--- src/rtl/ahbl_burst_master_if.sv ---
//------------------------------------------------------------------------------
// Module      : ahbl_burst_master_if
// Description : Client command port plus AHB-Lite manager bus, grouped for
//               ahbl_burst_master.
// Revision    : 1.0 - initial release
//------------------------------------------------------------------------------
`default_nettype none

interface ahbl_burst_master_if #(
  parameter int AHB_AWIDTH = 32,
  parameter int AHB_DWIDTH = 32
);
  logic                  cmd_valid;
  logic                  cmd_ready;
  logic                  cmd_write;
  logic [AHB_AWIDTH-1:0] cmd_addr;
  logic [1:0]            cmd_size;
  logic [1:0]            cmd_burst;
  logic [AHB_DWIDTH-1:0] wdata;
  logic                  wdata_ack;
  logic [AHB_DWIDTH-1:0] rdata;
  logic                  rdata_valid;
  logic                  done;
  logic                  err;

  logic [AHB_AWIDTH-1:0] HADDR;
  logic [1:0]            HTRANS;
  logic                  HWRITE;
  logic [2:0]            HSIZE;
  logic [2:0]            HBURST;
  logic                  HMASTLOCK;
  logic [AHB_DWIDTH-1:0] HWDATA;
  logic [AHB_DWIDTH-1:0] HRDATA;
  logic                  HREADY;
  logic [1:0]            HRESP;

  modport master (
    input  cmd_valid, cmd_write, cmd_addr, cmd_size, cmd_burst, wdata,
    input  HRDATA, HREADY, HRESP,
    output cmd_ready, wdata_ack, rdata, rdata_valid, done, err,
    output HADDR, HTRANS, HWRITE, HSIZE, HBURST, HMASTLOCK, HWDATA
  );

  modport slave (
    output cmd_valid, cmd_write, cmd_addr, cmd_size, cmd_burst, wdata,
    output HRDATA, HREADY, HRESP,
    input  cmd_ready, wdata_ack, rdata, rdata_valid, done, err,
    input  HADDR, HTRANS, HWRITE, HSIZE, HBURST, HMASTLOCK, HWDATA
  );
endinterface

`default_nettype wire

--- src/rtl/ahbl_burst_master.sv ---
//------------------------------------------------------------------------------
// Module      : ahbl_burst_master
// Description : AHB-Lite initiator turning single client commands into
//               SINGLE/INCR4/INCR8/INCR16 pipelined read or write bursts.
// Revision    : 1.0 - initial release
//------------------------------------------------------------------------------
`default_nettype none

module ahbl_burst_master #(
  parameter int AHB_AWIDTH = 32,
  parameter int AHB_DWIDTH = 32
) (
  input  logic                HCLK,
  input  logic                HRESETN,
  ahbl_burst_master_if.master bus
);

  typedef enum logic [2:0] {
    S_IDLE   = 3'd0,
    S_XFER   = 3'd1,
    S_LAST   = 3'd2,
    S_CANCEL = 3'd3,
    S_DONE   = 3'd4
  } state_t;

  localparam logic [1:0] c_HTRANS_IDLE   = 2'b00;
  localparam logic [1:0] c_HTRANS_NONSEQ = 2'b10;
  localparam logic [1:0] c_HTRANS_SEQ    = 2'b11;
  localparam logic [1:0] c_HRESP_OKAY    = 2'b00;
  localparam logic [1:0] c_HRESP_ERROR   = 2'b01;

  state_t                r_state;
  logic [4:0]            r_beats_left;
  logic [2:0]            r_inc;
  logic [AHB_AWIDTH-1:0] r_haddr;
  logic [1:0]            r_htrans;
  logic                  r_hwrite;
  logic [2:0]            r_hsize;
  logic [2:0]            r_hburst;
  logic                  r_dphase;
  logic                  r_done;
  logic                  r_err;

  logic [1:0]            w_size_eff;
  logic [4:0]            w_beats;
  logic [2:0]            w_hburst;
  logic                  w_resp_ok;
  logic                  w_err_wait;
  logic                  w_err_end;

  assign w_size_eff = (bus.cmd_size == 2'b11) ? 2'b10 : bus.cmd_size;
  assign w_resp_ok  = (bus.HRESP == c_HRESP_OKAY);
  assign w_err_wait = r_dphase && !bus.HREADY && (bus.HRESP == c_HRESP_ERROR);
  assign w_err_end  = r_dphase &&  bus.HREADY && (bus.HRESP == c_HRESP_ERROR);

  always_comb begin
    w_beats  = 5'd1;
    w_hburst = 3'b000;
    case (bus.cmd_burst)
      2'b01:   begin w_beats = 5'd4;  w_hburst = 3'b011; end
      2'b10:   begin w_beats = 5'd8;  w_hburst = 3'b101; end
      2'b11:   begin w_beats = 5'd16; w_hburst = 3'b111; end
      default: begin w_beats = 5'd1;  w_hburst = 3'b000; end
    endcase
  end

  always_ff @(posedge HCLK) begin
    if (!HRESETN) begin
      r_state      <= S_IDLE;
      r_beats_left <= 5'd0;
      r_inc        <= 3'd0;
      r_haddr      <= '0;
      r_htrans     <= c_HTRANS_IDLE;
      r_hwrite     <= 1'b0;
      r_hsize      <= 3'b000;
      r_hburst     <= 3'b000;
      r_dphase     <= 1'b0;
      r_done       <= 1'b0;
      r_err        <= 1'b0;
    end else begin
      r_done <= 1'b0;
      r_err  <= 1'b0;
      case (r_state)
        S_IDLE: begin
          if (bus.cmd_valid) begin
            r_htrans     <= c_HTRANS_NONSEQ;
            r_haddr      <= bus.cmd_addr;
            r_hwrite     <= bus.cmd_write;
            r_hsize      <= {1'b0, w_size_eff};
            r_hburst     <= w_hburst;
            r_beats_left <= w_beats;
            r_inc        <= 3'd1 << w_size_eff;
            r_state      <= S_XFER;
          end
        end
        S_XFER, S_LAST: begin
          // First ERROR cycle: withdraw pending address, wait for second cycle
          if (w_err_wait) begin
            r_htrans <= c_HTRANS_IDLE;
            r_state  <= S_CANCEL;
          end else if (w_err_end) begin
            r_htrans <= c_HTRANS_IDLE;
            r_dphase <= 1'b0;
            r_state  <= S_DONE;
            r_done   <= 1'b1;
            r_err    <= 1'b1;
          end else if (bus.HREADY) begin
            r_dphase <= r_htrans[1];
            if (r_htrans[1]) begin
              r_beats_left <= r_beats_left - 5'd1;
              if (r_beats_left == 5'd1) begin
                r_htrans <= c_HTRANS_IDLE;
                r_state  <= S_LAST;
              end else begin
                r_htrans <= c_HTRANS_SEQ;
                r_haddr  <= r_haddr + {{(AHB_AWIDTH-3){1'b0}}, r_inc};
              end
            end else if (r_state == S_LAST) begin
              r_state <= S_DONE;
              r_done  <= 1'b1;
            end
          end
        end
        S_CANCEL: begin
          if (bus.HREADY) begin
            r_dphase <= 1'b0;
            r_state  <= S_DONE;
            r_done   <= 1'b1;
            r_err    <= 1'b1;
          end
        end
        S_DONE:  r_state <= S_IDLE;
        default: r_state <= S_IDLE;
      endcase
    end
  end

  assign bus.cmd_ready   = (r_state == S_IDLE);
  assign bus.HADDR       = r_haddr;
  assign bus.HTRANS      = r_htrans;
  assign bus.HWRITE      = r_hwrite;
  assign bus.HSIZE       = r_hsize;
  assign bus.HBURST      = r_hburst;
  assign bus.HMASTLOCK   = 1'b0;
  assign bus.HWDATA      = (r_dphase && r_hwrite) ? bus.wdata : {AHB_DWIDTH{1'b0}};
  assign bus.wdata_ack   = r_dphase &&  r_hwrite && bus.HREADY && w_resp_ok;
  assign bus.rdata       = bus.HRDATA;
  assign bus.rdata_valid = r_dphase && !r_hwrite && bus.HREADY && w_resp_ok;
  assign bus.done        = r_done;
  assign bus.err         = r_err;

endmodule

`default_nettype wire
--- src/flat_wrapper.sv ---
// flat-port wrapper written by rule: the top's interface ports become plain ports
module ahbl_burst_master_flat 
#(
  parameter int AHB_AWIDTH = 32,
  parameter int AHB_DWIDTH = 32
)
  (HCLK, HRESETN, bus_cmd_valid, bus_cmd_write, bus_cmd_addr, bus_cmd_size, bus_cmd_burst, bus_wdata, bus_HRDATA, bus_HREADY, bus_HRESP, bus_cmd_ready, bus_wdata_ack, bus_rdata, bus_rdata_valid, bus_done, bus_err, bus_HADDR, bus_HTRANS, bus_HWRITE, bus_HSIZE, bus_HBURST, bus_HMASTLOCK, bus_HWDATA);
  ahbl_burst_master_if #(.AHB_AWIDTH(AHB_AWIDTH), .AHB_DWIDTH(AHB_DWIDTH)) bus_i ();
  input  logic HCLK;
  input  logic HRESETN;
  input wire logic [$bits(bus_i.cmd_valid)-1:0] bus_cmd_valid;
  input wire logic [$bits(bus_i.cmd_write)-1:0] bus_cmd_write;
  input wire logic [$bits(bus_i.cmd_addr)-1:0] bus_cmd_addr;
  input wire logic [$bits(bus_i.cmd_size)-1:0] bus_cmd_size;
  input wire logic [$bits(bus_i.cmd_burst)-1:0] bus_cmd_burst;
  input wire logic [$bits(bus_i.wdata)-1:0] bus_wdata;
  input wire logic [$bits(bus_i.HRDATA)-1:0] bus_HRDATA;
  input wire logic [$bits(bus_i.HREADY)-1:0] bus_HREADY;
  input wire logic [$bits(bus_i.HRESP)-1:0] bus_HRESP;
  output wire logic [$bits(bus_i.cmd_ready)-1:0] bus_cmd_ready;
  output wire logic [$bits(bus_i.wdata_ack)-1:0] bus_wdata_ack;
  output wire logic [$bits(bus_i.rdata)-1:0] bus_rdata;
  output wire logic [$bits(bus_i.rdata_valid)-1:0] bus_rdata_valid;
  output wire logic [$bits(bus_i.done)-1:0] bus_done;
  output wire logic [$bits(bus_i.err)-1:0] bus_err;
  output wire logic [$bits(bus_i.HADDR)-1:0] bus_HADDR;
  output wire logic [$bits(bus_i.HTRANS)-1:0] bus_HTRANS;
  output wire logic [$bits(bus_i.HWRITE)-1:0] bus_HWRITE;
  output wire logic [$bits(bus_i.HSIZE)-1:0] bus_HSIZE;
  output wire logic [$bits(bus_i.HBURST)-1:0] bus_HBURST;
  output wire logic [$bits(bus_i.HMASTLOCK)-1:0] bus_HMASTLOCK;
  output wire logic [$bits(bus_i.HWDATA)-1:0] bus_HWDATA;
  assign bus_i.cmd_valid = bus_cmd_valid;
  assign bus_i.cmd_write = bus_cmd_write;
  assign bus_i.cmd_addr = bus_cmd_addr;
  assign bus_i.cmd_size = bus_cmd_size;
  assign bus_i.cmd_burst = bus_cmd_burst;
  assign bus_i.wdata = bus_wdata;
  assign bus_i.HRDATA = bus_HRDATA;
  assign bus_i.HREADY = bus_HREADY;
  assign bus_i.HRESP = bus_HRESP;
  assign bus_cmd_ready = bus_i.cmd_ready;
  assign bus_wdata_ack = bus_i.wdata_ack;
  assign bus_rdata = bus_i.rdata;
  assign bus_rdata_valid = bus_i.rdata_valid;
  assign bus_done = bus_i.done;
  assign bus_err = bus_i.err;
  assign bus_HADDR = bus_i.HADDR;
  assign bus_HTRANS = bus_i.HTRANS;
  assign bus_HWRITE = bus_i.HWRITE;
  assign bus_HSIZE = bus_i.HSIZE;
  assign bus_HBURST = bus_i.HBURST;
  assign bus_HMASTLOCK = bus_i.HMASTLOCK;
  assign bus_HWDATA = bus_i.HWDATA;
  ahbl_burst_master #(.AHB_AWIDTH(AHB_AWIDTH), .AHB_DWIDTH(AHB_DWIDTH)) u_core (.HCLK(HCLK), .HRESETN(HRESETN), .bus(bus_i));
endmodule
--- config.mk ---
export PLATFORM = sky130hd
export DESIGN_NAME = ahbl_burst_master_flat
export DESIGN_NICKNAME = d
export VERILOG_FILES = /design/src/rtl/ahbl_burst_master_if.sv /design/src/rtl/ahbl_burst_master.sv /design/src/flat_wrapper.sv
export SDC_FILE = /design/constraint.sdc
export NUM_CORES = 1
export LEC_CHECK = 0
export ABC_AREA = 1
export BUFFER_PORTS_ARGS = -buffer_cell sky130_fd_sc_hd__buf_2
export CELL_PAD_IN_SITES_DETAIL_PLACEMENT = 1
export CELL_PAD_IN_SITES_GLOBAL_PLACEMENT = 2
export CORE_ASPECT_RATIO = 1.1
export CORE_MARGIN = 1.5
export CORE_UTILIZATION = 23
export CTS_CLUSTER_SIZE = 12
export DETAILED_ROUTE_END_ITERATION = 16
export GPL_ROUTABILITY_DRIVEN = 0
export PLACE_DENSITY_LB_ADDON = 0.08
export REMOVE_ABC_BUFFERS = 1
export SYNTH_ARGS = -nofsm -noshare
export SYNTH_HDL_FRONTEND = slang
export SYNTH_SLANG_ARGS = --single-unit
--- constraint.sdc ---
create_clock -name HCLK -period 3 [get_ports HCLK]
set_input_delay 0.6 -clock HCLK [delete_from_list [all_inputs] [get_ports HCLK]]
set_output_delay 0.6 -clock HCLK [all_outputs]
set_load 0.005 [all_outputs]
==> results of run 1 <==
## worst min path at each step
stage                                     from                   end  slack (ps)  depth (start not counted)
after floorplan                u_core.r_inc[2]       u_core.r_inc[2]         450                          2
after global placement     u_core.bus.HSIZE[1]   u_core.bus.HSIZE[1]         470                          2
after detailed placement   u_core.bus.HSIZE[1]   u_core.bus.HSIZE[1]         470                          2
after CTS                  u_core.bus.HSIZE[1]   u_core.bus.HSIZE[1]         480                          2
after global routing      u_core.bus.HADDR[31]  u_core.bus.HADDR[31]         530                          2
final                      u_core.bus.HSIZE[1]   u_core.bus.HSIZE[1]         470                          2
## synthesized netlist by cell type
cell type,n
inv_1,76
nand2_4,1
nand3_2,1
buf_2,6
a21oi_1,47
nor3_1,3
a31oi_1,1
xor2_1,1
nand2_1,185
nor4_1,1
o211ai_1,2
nand2_2,3
dfxtp_1,53
o21ai_0,29
nor2_2,5
clkinv_1,1
buf_4,37
a211oi_2,1
o22ai_1,1
or2_2,3
nand4_1,2
o31ai_1,2
fa_1,1
nand3b_1,11
inv_2,2
o32ai_1,1
buf_12,2
clkbuf_1,7
nor2_1,133
ha_1,5
o21ai_1,10
nor3_4,1
nand3_1,38
conb_1,1
nand3_4,1
buf_6,7
inv_4,1
o211a_1,3
xnor2_1,1
## worst reg2reg max path, stage by stage (launching register included)
cell and delay, ps:
dfxtp_1 440, nand3b_1 160, nand2_2 210, buf_4 370
buf_4 440, nand3_1 140, o21ai_0 110, nand2_1 70
nand2_1 70, a21oi_1 40
## per-stage QoR
step / setup WS, ps / hold WS [ps] / area, sq um / utilization (%)
2_1_floorplan: 768 / 448 / 3620 / -
3_3_place_gp: 766 / 469 / 4700 / 27.4
3_5_place_dp: 705 / 465 / 4700 / 27.4
4_1_cts: 463 / 483 / 4850 / 28.3
5_1_grt: 299 / 527 / 4850 / 28.3
6_report: 532 / 474 / 4850 / 28.3
## sequential cells by signal, summed over array words and instances, names as in the netlist
name and count:
u_core.bus.HADDR 32, u_core.r_beats_left 5, u_core.bus.HBURST 3, u_core.r_inc 3, u_core.r_state 3, u_core.bus.HTRANS 2, u_core.bus.HSIZE 1, u_core.bus.HWRITE 1
u_core.bus.done 1, u_core.bus.err 1, u_core.r_dphase 1
## metal layers
layer  part of all wire (%)  track usage, %  vias to the layer above
li1                       -               -                     2313
met1                     45            21.6                     2160
met2                     47            30.0                      122
met3                    7.6            6.73                        9
met4                   0.77            2.98                        2
met5                   0.37            3.92                        -
## cell families after synthesis
logic type,share of synthesized area (%)
simple gates,39.9
other cells,0.0922
fa+ha+maj,2.03
flops,26.1
buf+inv,18.6
xor+xnor,0.431
compound gates,12.9
## where the power goes
group / switching, uW / total [uW] / internal [uW]
logic: 1200 / 1900 / 702
registers: 353 / 1320 / 963
clock network: 327 / 645 / 318
total: 1880 / 3860 / 1980
## cell type report
| type | instances | share of cell area, % |
|---|---|---|
| clock inverter | 3 | 0.516 |
| multi-input combinational | 495 | 46.5 |
| antenna | 1 | 0.0516 |
| timing repair buffer | 155 | 16.2 |
| tap | 234 | 6.04 |
| clock buffer | 5 | 2.58 |
| inverter | 80 | 6.24 |
| sequential | 53 | 21.9 |
==> run_results.csv, run 1 <==
group,metric,value,unit
die,rows,50,
routing,first_pass_iters,4,
clock_network,clk_pin_slew_worst_paths,80,ps
routing,ant_nets,0,
clock_network,cts_tree,"done",
die,dieArea,0.0185,sq mm
die,initial_core_util,23.7,%
yosys,synth_area_per_cell,5.93,sq um
clock_network,clk_latency,320,ps
timing,tightestPinTransition,1010,ps
global_routing,antenna_found_initial,0,
clock_network,clk_path_buf_depth,2,
worst_setup_path,cp.depth,3,
finish,area_growth,19.2,%
finish,drive_gt1_share,23.0,%
timing,slew_viol_final,0,
finish,nFillCells,2307,
clock_network,cts_resized,0,
global_routing,grt_pass1_vias,4737,
clock_network,post-cts-setup-buffers,0,
finish,mostFrequentLayoutCell,"nand2_1",
finish,layout_common_cells,"nand2_1 (185), buf_2 (151), nor2_1 (133)",
clock_network,numCtsBuffers,5,
placed_design,hpwl,12700,um
finish,stdcell_count,1026,
worst_setup_path,cp.arrival,1870,ps
die,die_h,143,um
worst_setup_path,cp_max_fo,33,
power,powerDensity,797,mW/mm^2
finish,multi_input_area,0.00226,sq mm
routing,vias,4606,
placed_design,dp_cells,1017,
clock_network,cts_hold_buf,0,
routing,drc,0,
global_routing,grt_max_degree,41,
worst_setup_path,path_delay_family,"simple AND/OR/NAND/NOR gates",
worst_setup_path,crit_chain,"nand2_1, nor3_1, buf_2",
worst_setup_path,r2r-start,"u_core.r_state[0]",
yosys,yosysTopAreaCell,"dfxtp_1",
worst_setup_path,reg2reg_depth,9,
worst_setup_path,r2r_end,"u_core.bus.HADDR[7]",
timing,period_share,82.3,%
routing,dr.first_iter.drc_count,126,
worst_setup_path,cp-startpoint,"u_core.bus.HWRITE",
placed_design,portBuffers,151,
die,num_io_pins,218,
worst_hold_path,min_path_type,"reg2reg",
die,die_w,130,um
yosys,synth.distinct_cells,39,
timing,slew_headroom,32.3,%
global_routing,grt_first_pass_wirelength,25600,um
power,ir_drop,0.458,mV
yosys,ys_ff_latch,53,
run,drv_cap,0,
yosys,yosysWarningCount,0,
timing,setup_tns,0,ps
yosys,synthTopCellsByArea,"dfxtp_1 (26%), nand2_1 (17%), nor2_1 (12%)",
timing,finalCriticalPeriod,2470,ps
timing,hold_viol_final,0,
yosys,synth-seq-area-share,26.1,%
clock_network,htree_num_levels,2,
global_routing,track_usage,17.8,%
yosys,syn_inst,686,
status,outcome,"completed",
worst_setup_path,ff2ff_setup_slack,840,ps
timing,worst_clock_skew,14.5,ps
timing,clock.fmax,405,MHz
finish,seqCellArea,0.00106,sq mm
clock_network,cts-root-buf,"clkbuf_16",
global_routing,overflow,0,
worst_setup_path,cp-end-kind,"primary output",
worst_setup_path,crit_required,2400,ps
clock_network,cts.sinks,53,
worst_setup_path,startpoint_type,"flop",
timing,setup_violations,0,
finish,fin_nets,903,
yosys,netlist_area,0.00407,sq mm
worst_setup_path,worstSetupEndpoint,"bus_wdata_ack",
worst_setup_path,cp_slowest_cell,"nand2_1",
yosys,synth.top_cell.area_share,26.1,%
power,p_leak,0.00235,uW
timing,rsz0062_at_grt,"no",
worst_setup_path,crit_type,"reg2out",
power,power,3860,uW
die,core_area,0.0171,sq mm
routing,routed_wl,16400,um
routing,vias_per_cell,4.49,
worst_setup_path,max_stage_delay,610,ps
worst_setup_path,cp_num_buf_inv,1,
routing,wl_per_cell,16.0,um
Power figures use the tool's default switching activity.
==> run 2, diff against run 1 <==
--- a/config.mk
+++ b/config.mk
@@ -11,7 +11,7 @@
 export CELL_PAD_IN_SITES_GLOBAL_PLACEMENT = 2
 export CORE_ASPECT_RATIO = 1.1
 export CORE_MARGIN = 1.5
-export CORE_UTILIZATION = 23
+export CORE_UTILIZATION = 19
 export CTS_CLUSTER_SIZE = 12
 export DETAILED_ROUTE_END_ITERATION = 16
 export GPL_ROUTABILITY_DRIVEN = 0
==> constraint.sdc (replaced) <==
create_clock -name HCLK -period 2.1 [get_ports HCLK]
set_input_delay 0.42 -clock HCLK [delete_from_list [all_inputs] [get_ports HCLK]]
set_output_delay 0.42 -clock HCLK [all_outputs]
set_load 0.005 [all_outputs]
==> run_results.csv, run 2 (synthesized netlist as in run 1, its figures left out) <==
group,metric,value,unit
die,dieArea,0.0223,sq mm
timing,worst_clock_skew,10.2,ps
worst_hold_path,hold_start,"bus_cmd_size[0]",
worst_setup_path,startpoint_type,"flop",
worst_setup_path,cp.arrival,2140,ps
die,die_h,156,um
power,netSwitchingFraction,47.5,%
timing,setup_violations,0,
clock_network,numCtsBuffers,5,
power,ir_drop,0.369,mV
worst_setup_path,cp_max_fo,4,
power,comb_power_share,51.5,%
routing,routed_wl,17500,um
routing,vias,4655,
routing,ant_nets,0,
status,outcome,"completed",
timing,clock.fmax,530,MHz
clock_network,cts_resized,0,
clock_network,cts_hold_buf,0,
power,clock_power_share,15.9,%
worst_setup_path,crit_top_cell,"nand2_1",
power,p_sw,2730,uW
power,p_int,3010,uW
die,die_w,143,um
clock_network,clk_path_buf_depth,2,
routing,vias_per_cell,4.27,
clock_network,htree_num_levels,2,
power,seq_power_share,32.6,%
global_routing,track_usage,15.7,%
timing,slew_viol_final,0,
clock_network,post-cts-setup-buffers,0,
die,rows,55,
clock_network,cts_tree,"done",
worst_setup_path,r2r-start,"u_core.bus.HADDR[0]",
global_routing,grt_first_pass_wirelength,27000,um
power,powerDensity,1130,mW/mm^2
worst_setup_path,cp-end-kind,"flop",
power,p_leak,0.00244,uW
routing,dr.first_iter.drc_count,112,
finish,fin_nets,918,
worst_setup_path,cp_slowest_cell,"fa_1",
placed_design,hpwl,13800,um
worst_setup_path,cp-startpoint,"u_core.bus.HADDR[0]",
routing,wl_per_cell,16.0,um
run,drv_cap,0,
die,num_io_pins,218,
timing,period_share,89.9,%
global_routing,overflow,0,
worst_setup_path,crit_type,"reg2reg",
finish,area_growth,24.6,%
worst_setup_path,crit_chain,"ha_1, fa_1, nand2_1, nand2_1, nand3_1, inv_1, nand2_1, nand2_1, nand3_1, nand2_1, a21oi_1",
timing,finalCriticalPeriod,1890,ps
finish,stdcell_area,0.00507,sq mm
worst_setup_path,crit_required,2350,ps
finish,drive_gt1_share,24.7,%
finish,layout_common_cells,"nand2_1 (185), buf_2 (151), nor2_1 (131)",
finish,stdcell_count,1090,
global_routing,antenna_found_initial,0,
global_routing,grt_pass1_vias,4880,
worst_setup_path,max_stage_delay,400,ps
placed_design,dp_cells,1083,
placed_design,portBuffers,151,
die,initial_core_util,19.6,%
timing,hold_viol_final,0,
routing,first_pass_iters,4,
finish,mostFrequentLayoutCell,"nand2_1",
global_routing,grt_max_degree,38,
placed_design,placed_cell_area,0.00490,sq mm
clock_network,cts-root-buf,"clkbuf_16",
clock_network,clk_latency,310,ps
routing,drc,0,
finish,diodes,0,
timing,rsz0062_at_grt,"no",
finish,largest_register_ffs,32,
clock_network,cts.sinks,53,
clock_network,clk_pin_slew_worst_paths,80,ps
worst_hold_path,min_path_type,"in2reg",
die,core_area,0.0208,sq mm
-- run 2: path summary, 6_finish.rpt --
kind / endpoint / slack (ps) / depth (start not counted)
hold / removal: u_core.r_inc[1] / 400 / 3
setup reg to reg: u_core.bus.HADDR[24] / 210 / 11
hold reg to reg: u_core.r_inc[2] / 480 / 2
setup / recovery: u_core.bus.HADDR[24] / 210 / 11
-- run 2: per-stage QoR --
stage	hold WS, ps	setup TNS (ps)	worst slack (ps)	power [uW]	utilization [%]
after floorplan	448	-1010	-132	3500	-
after global placement	461	0	214	4880	23.6
after detailed placement	470	0	101	4950	23.6
after CTS	384	0	76.8	5900	24.3
after global routing	387	0	5.67	6370	24.4
final	396	0	212	5740	24.4
-- run 2: final cells by class --
class / instances / area (sq um)
Sequential cell: 53 / 1060
Fill cell: 2714 / 15700
Clock buffer: 6 / 139
Inverter: 80 / 303
Clock inverter: 1 / 7.51
Tap cell: 285 / 357
Timing Repair Buffer: 170 / 923
Multi-Input combinational cell: 495 / 2280
-- run 2: routing by layer --
layer  global-route usage [%]  part of all wire, %
met1                     18.4                   43
met3                     5.11                  6.5
met4                     3.49                  1.3
met5                        0                    0
met2                     27.6                   49
-- run 2: power by group through the flow --
stage | combinational (uW) | sequential (uW) | clock [uW]
floorplan | 1730 | 1770 | 0
global placement | 2990 | 1890 | 0
detailed placement | 3040 | 1910 | 0
CTS | 3060 | 1880 | 960
global route | 3420 | 1950 | 998
finish | 2960 | 1870 | 916
-- run 2: worst max-delay path: cells and delay by family (launching register included) --
kind | cells | cell delay [ps]
AO/OA/AOI/OAI | 1 | 110
buffers and inverters | 1 | 100
AND/OR/NAND/NOR | 7 | 670
flip-flops | 1 | 330
adder cells (fa/ha/maj) | 2 | 630
==> run 3, diff against run 2 <==
--- a/config.mk
+++ b/config.mk
@@ -5,13 +5,12 @@
 export SDC_FILE = /design/constraint.sdc
 export NUM_CORES = 1
 export LEC_CHECK = 0
-export ABC_AREA = 1
 export BUFFER_PORTS_ARGS = -buffer_cell sky130_fd_sc_hd__buf_2
 export CELL_PAD_IN_SITES_DETAIL_PLACEMENT = 1
 export CELL_PAD_IN_SITES_GLOBAL_PLACEMENT = 2
 export CORE_ASPECT_RATIO = 1.1
 export CORE_MARGIN = 1.5
-export CORE_UTILIZATION = 19
+export CORE_UTILIZATION = 20
 export CTS_CLUSTER_SIZE = 12
 export DETAILED_ROUTE_END_ITERATION = 16
 export GPL_ROUTABILITY_DRIVEN = 0
==> run_results.csv, run 3 <==
group,metric,value,unit
status,outcome,"completed",
worst_hold_path,hold_start,"bus_cmd_write",
yosys,ys_ff_latch,53,
worst_setup_path,cp-end-kind,"flop",
clock_network,clk_path_buf_depth,2,
die,dieArea,0.0196,sq mm
finish,fin_nets,747,
finish,mostFrequentLayoutCell,"buf_2",
yosys,synth-seq-area-share,28.3,%
yosys,syn_inst,495,
die,core_area,0.0184,sq mm
finish,layout_common_cells,"buf_2 (151), nand2_1 (53), dfxtp_1 (52)",
worst_setup_path,ff2ff_setup_slack,100,ps
finish,diodes,0,
yosys,synth.top_cell.area_share,28.3,%
worst_setup_path,r2r_end,"u_core.bus.HADDR[25]",
worst_setup_path,cp_max_fo,14,
clock_network,clk_latency,310,ps
routing,first_pass_iters,6,
timing,hold_viol_final,0,
routing,wl_per_cell,19.2,um
global_routing,antenna_found_initial,0,
yosys,netlist_area,0.00375,sq mm
finish,largest_register_ffs,32,
yosys,synthTopCellsByArea,"dfxtp_1 (28%), buf_4 (7.4%), and3_1 (7.0%)",
timing,slew_viol_final,0,
worst_setup_path,crit_chain,"inv_1, ha_1, nor4b_2, buf_4, o41a_1, buf_12, nand2_1, nand2_1, a221o_1",
timing,setup_violations,0,
clock_network,cts.sinks,53,
routing,dr.first_iter.drc_count,116,
worst_setup_path,cp_slowest_cell,"o41a_1",
worst_setup_path,crit_type,"reg2reg",
power,p_leak,0.00234,uW
worst_setup_path,path_delay_family,"compound AO/OA/AOI/OAI gates",
clock_network,clk_pin_slew_worst_paths,80,ps
yosys,netlist_top_cells_count,"dfxtp_1 (53), nand2_1 (53), and3_1 (42), nor2_1 (42), a21oi_1 (39)",
timing,finalCriticalPeriod,2000,ps
global_routing,grt_max_degree,38,
placed_design,portBuffers,151,
clock_network,cts-root-buf,"clkbuf_16",
global_routing,grt_pass1_vias,4375,
timing,hold_ws,360,ps
global_routing,overflow,0,
routing,vias_per_cell,4.91,
worst_setup_path,crit_required,2300,ps
die,die_w,134,um
worst_setup_path,cp.arrival,2200,ps
yosys,synthArstFlopShare,0,%
timing,worst_clock_skew,9.48,ps
yosys,synth_area_per_cell,7.58,sq um
clock_network,cts_hold_buf,0,
worst_setup_path,crit_top_cell,"nand2_1",
clock_network,cts_tree,"done",
finish,drive_gt1_share,37.0,%
run,drv_cap,0,
yosys,yosysWarningCount,0,
routing,routed_wl,16900,um
worst_setup_path,max_stage_delay,370,ps
global_routing,track_usage,16.9,%
die,initial_core_util,20.4,%
yosys,yosysTopAreaCell,"dfxtp_1",
worst_hold_path,min_to,"u_core.bus.HWRITE",
routing,ant_nets,0,
timing,clock.fmax,500,MHz
worst_setup_path,startpoint_type,"flop",
clock_network,htree_num_levels,2,
die,rows,52,
timing,rsz0062_at_grt,"no",
yosys,ys.flop_type,"dfxtp_1",
worst_setup_path,reg2reg_depth,9,
global_routing,grt_first_pass_wirelength,25800,um
timing,setup_tns,0,ps
worst_setup_path,r2r-start,"u_core.r_beats_left[1]",
worst_hold_path,holdPathStages,3,
placed_design,hpwl,12800,um
routing,drc,0,
clock_network,numCtsBuffers,5,
yosys,synth_edf_count,0,
power,powerDensity,573,mW/mm^2
power,ir_drop,0.273,mV
worst_setup_path,cp_num_buf_inv,3,
die,die_h,147,um
yosys,synth.distinct_cells,67,
worst_setup_path,cp.depth,9,
die,num_io_pins,218,
routing,vias,4314,
finish,area_growth,33.8,%
worst_hold_path,min_path_type,"in2reg",
timing,period_share,95.3,%
[run 3: worst max path at each step]
stage,from,to,slack [ps]
2_1_floorplan,u_core.r_state[0],u_core.r_beats_left[0],-510
5_1_grt,u_core.r_beats_left[1],u_core.bus.HADDR[25],0.7
4_1_cts,u_core.r_inc[0],u_core.bus.HADDR[22],30
3_5_place_dp,u_core.bus.HADDR[2],u_core.bus.HADDR[25],-2
3_3_place_gp,u_core.r_inc[2],u_core.bus.HADDR[29],30
6_report,u_core.r_beats_left[1],u_core.bus.HADDR[25],100
[run 3: final cells by class]
cell class | count | area [sq um]
Clock buffer | 7 | 143
Clock inverter | 1 | 30.0
Fill cell | 2293 | 13400
Inverter | 6 | 22.5
Multi-Input combinational cell | 365 | 2260
Sequential cell | 53 | 1060
Tap cell | 243 | 304
Timing Repair Buffer | 203 | 1200
[run 3: timing repair]
action,4_1_cts,5_1_grt
setup buffers,0,4
pin swaps,1,1
resized for setup,1,8
gates cloned,0,1
setup endpoints to repair,2,15
[run 3: per-layer routing]
metal | vias up | track usage (%) | part of all wire [%]
li1 | 2076 | - | -
met1 | 2047 | 21.0 | 45
met2 | 177 | 27.5 | 45
met3 | 12 | 6.28 | 8.7
met4 | 2 | 3.48 | 0.87
met5 | - | 3.28 | 0.33
[run 3: worst register-to-register path: cells and delay by family, from the launching register on]
| kind | cells | cell delay (ps) |
|---|---|---|
| flops | 1 | 340 |
| simple gates | 3 | 270 |
| compound gates | 2 | 700 |
| buf+inv | 3 | 390 |
| fa+ha+maj | 1 | 190 |
[run 3: kinds of logic after synthesis]
family | share of synthesized area (%)
AO/OA/AOI/OAI | 27.2
adder cells (fa/ha/maj) | 2.20
AND/OR/NAND/NOR | 28.7
XOR/XNOR | 0.900
multiplexers | 0.267
buffers and inverters | 12.3
other | 0.0999
flip-flops | 28.3
[run 3: power breakdown]
group	total, uW	switching [uW]	internal [uW]
Sequential	1160	86.2	1080
Combinational	678	368	310
Clock	1040	438	599
[run 3: metrics by stage]
step	instance area [sq um]	utilization, %	total power, uW	worst slack (ps)	cells
3_3_place_gp	4770	25.9	1840	26.0	865
6_report	5020	27.3	2880	99.7	878
4_1_cts	4940	26.8	2930	25.3	873
5_1_grt	5020	27.3	3050	0.693	878
2_1_floorplan	3320	-	1490	-506	424
3_5_place_dp	4770	25.9	1850	-1.81	865
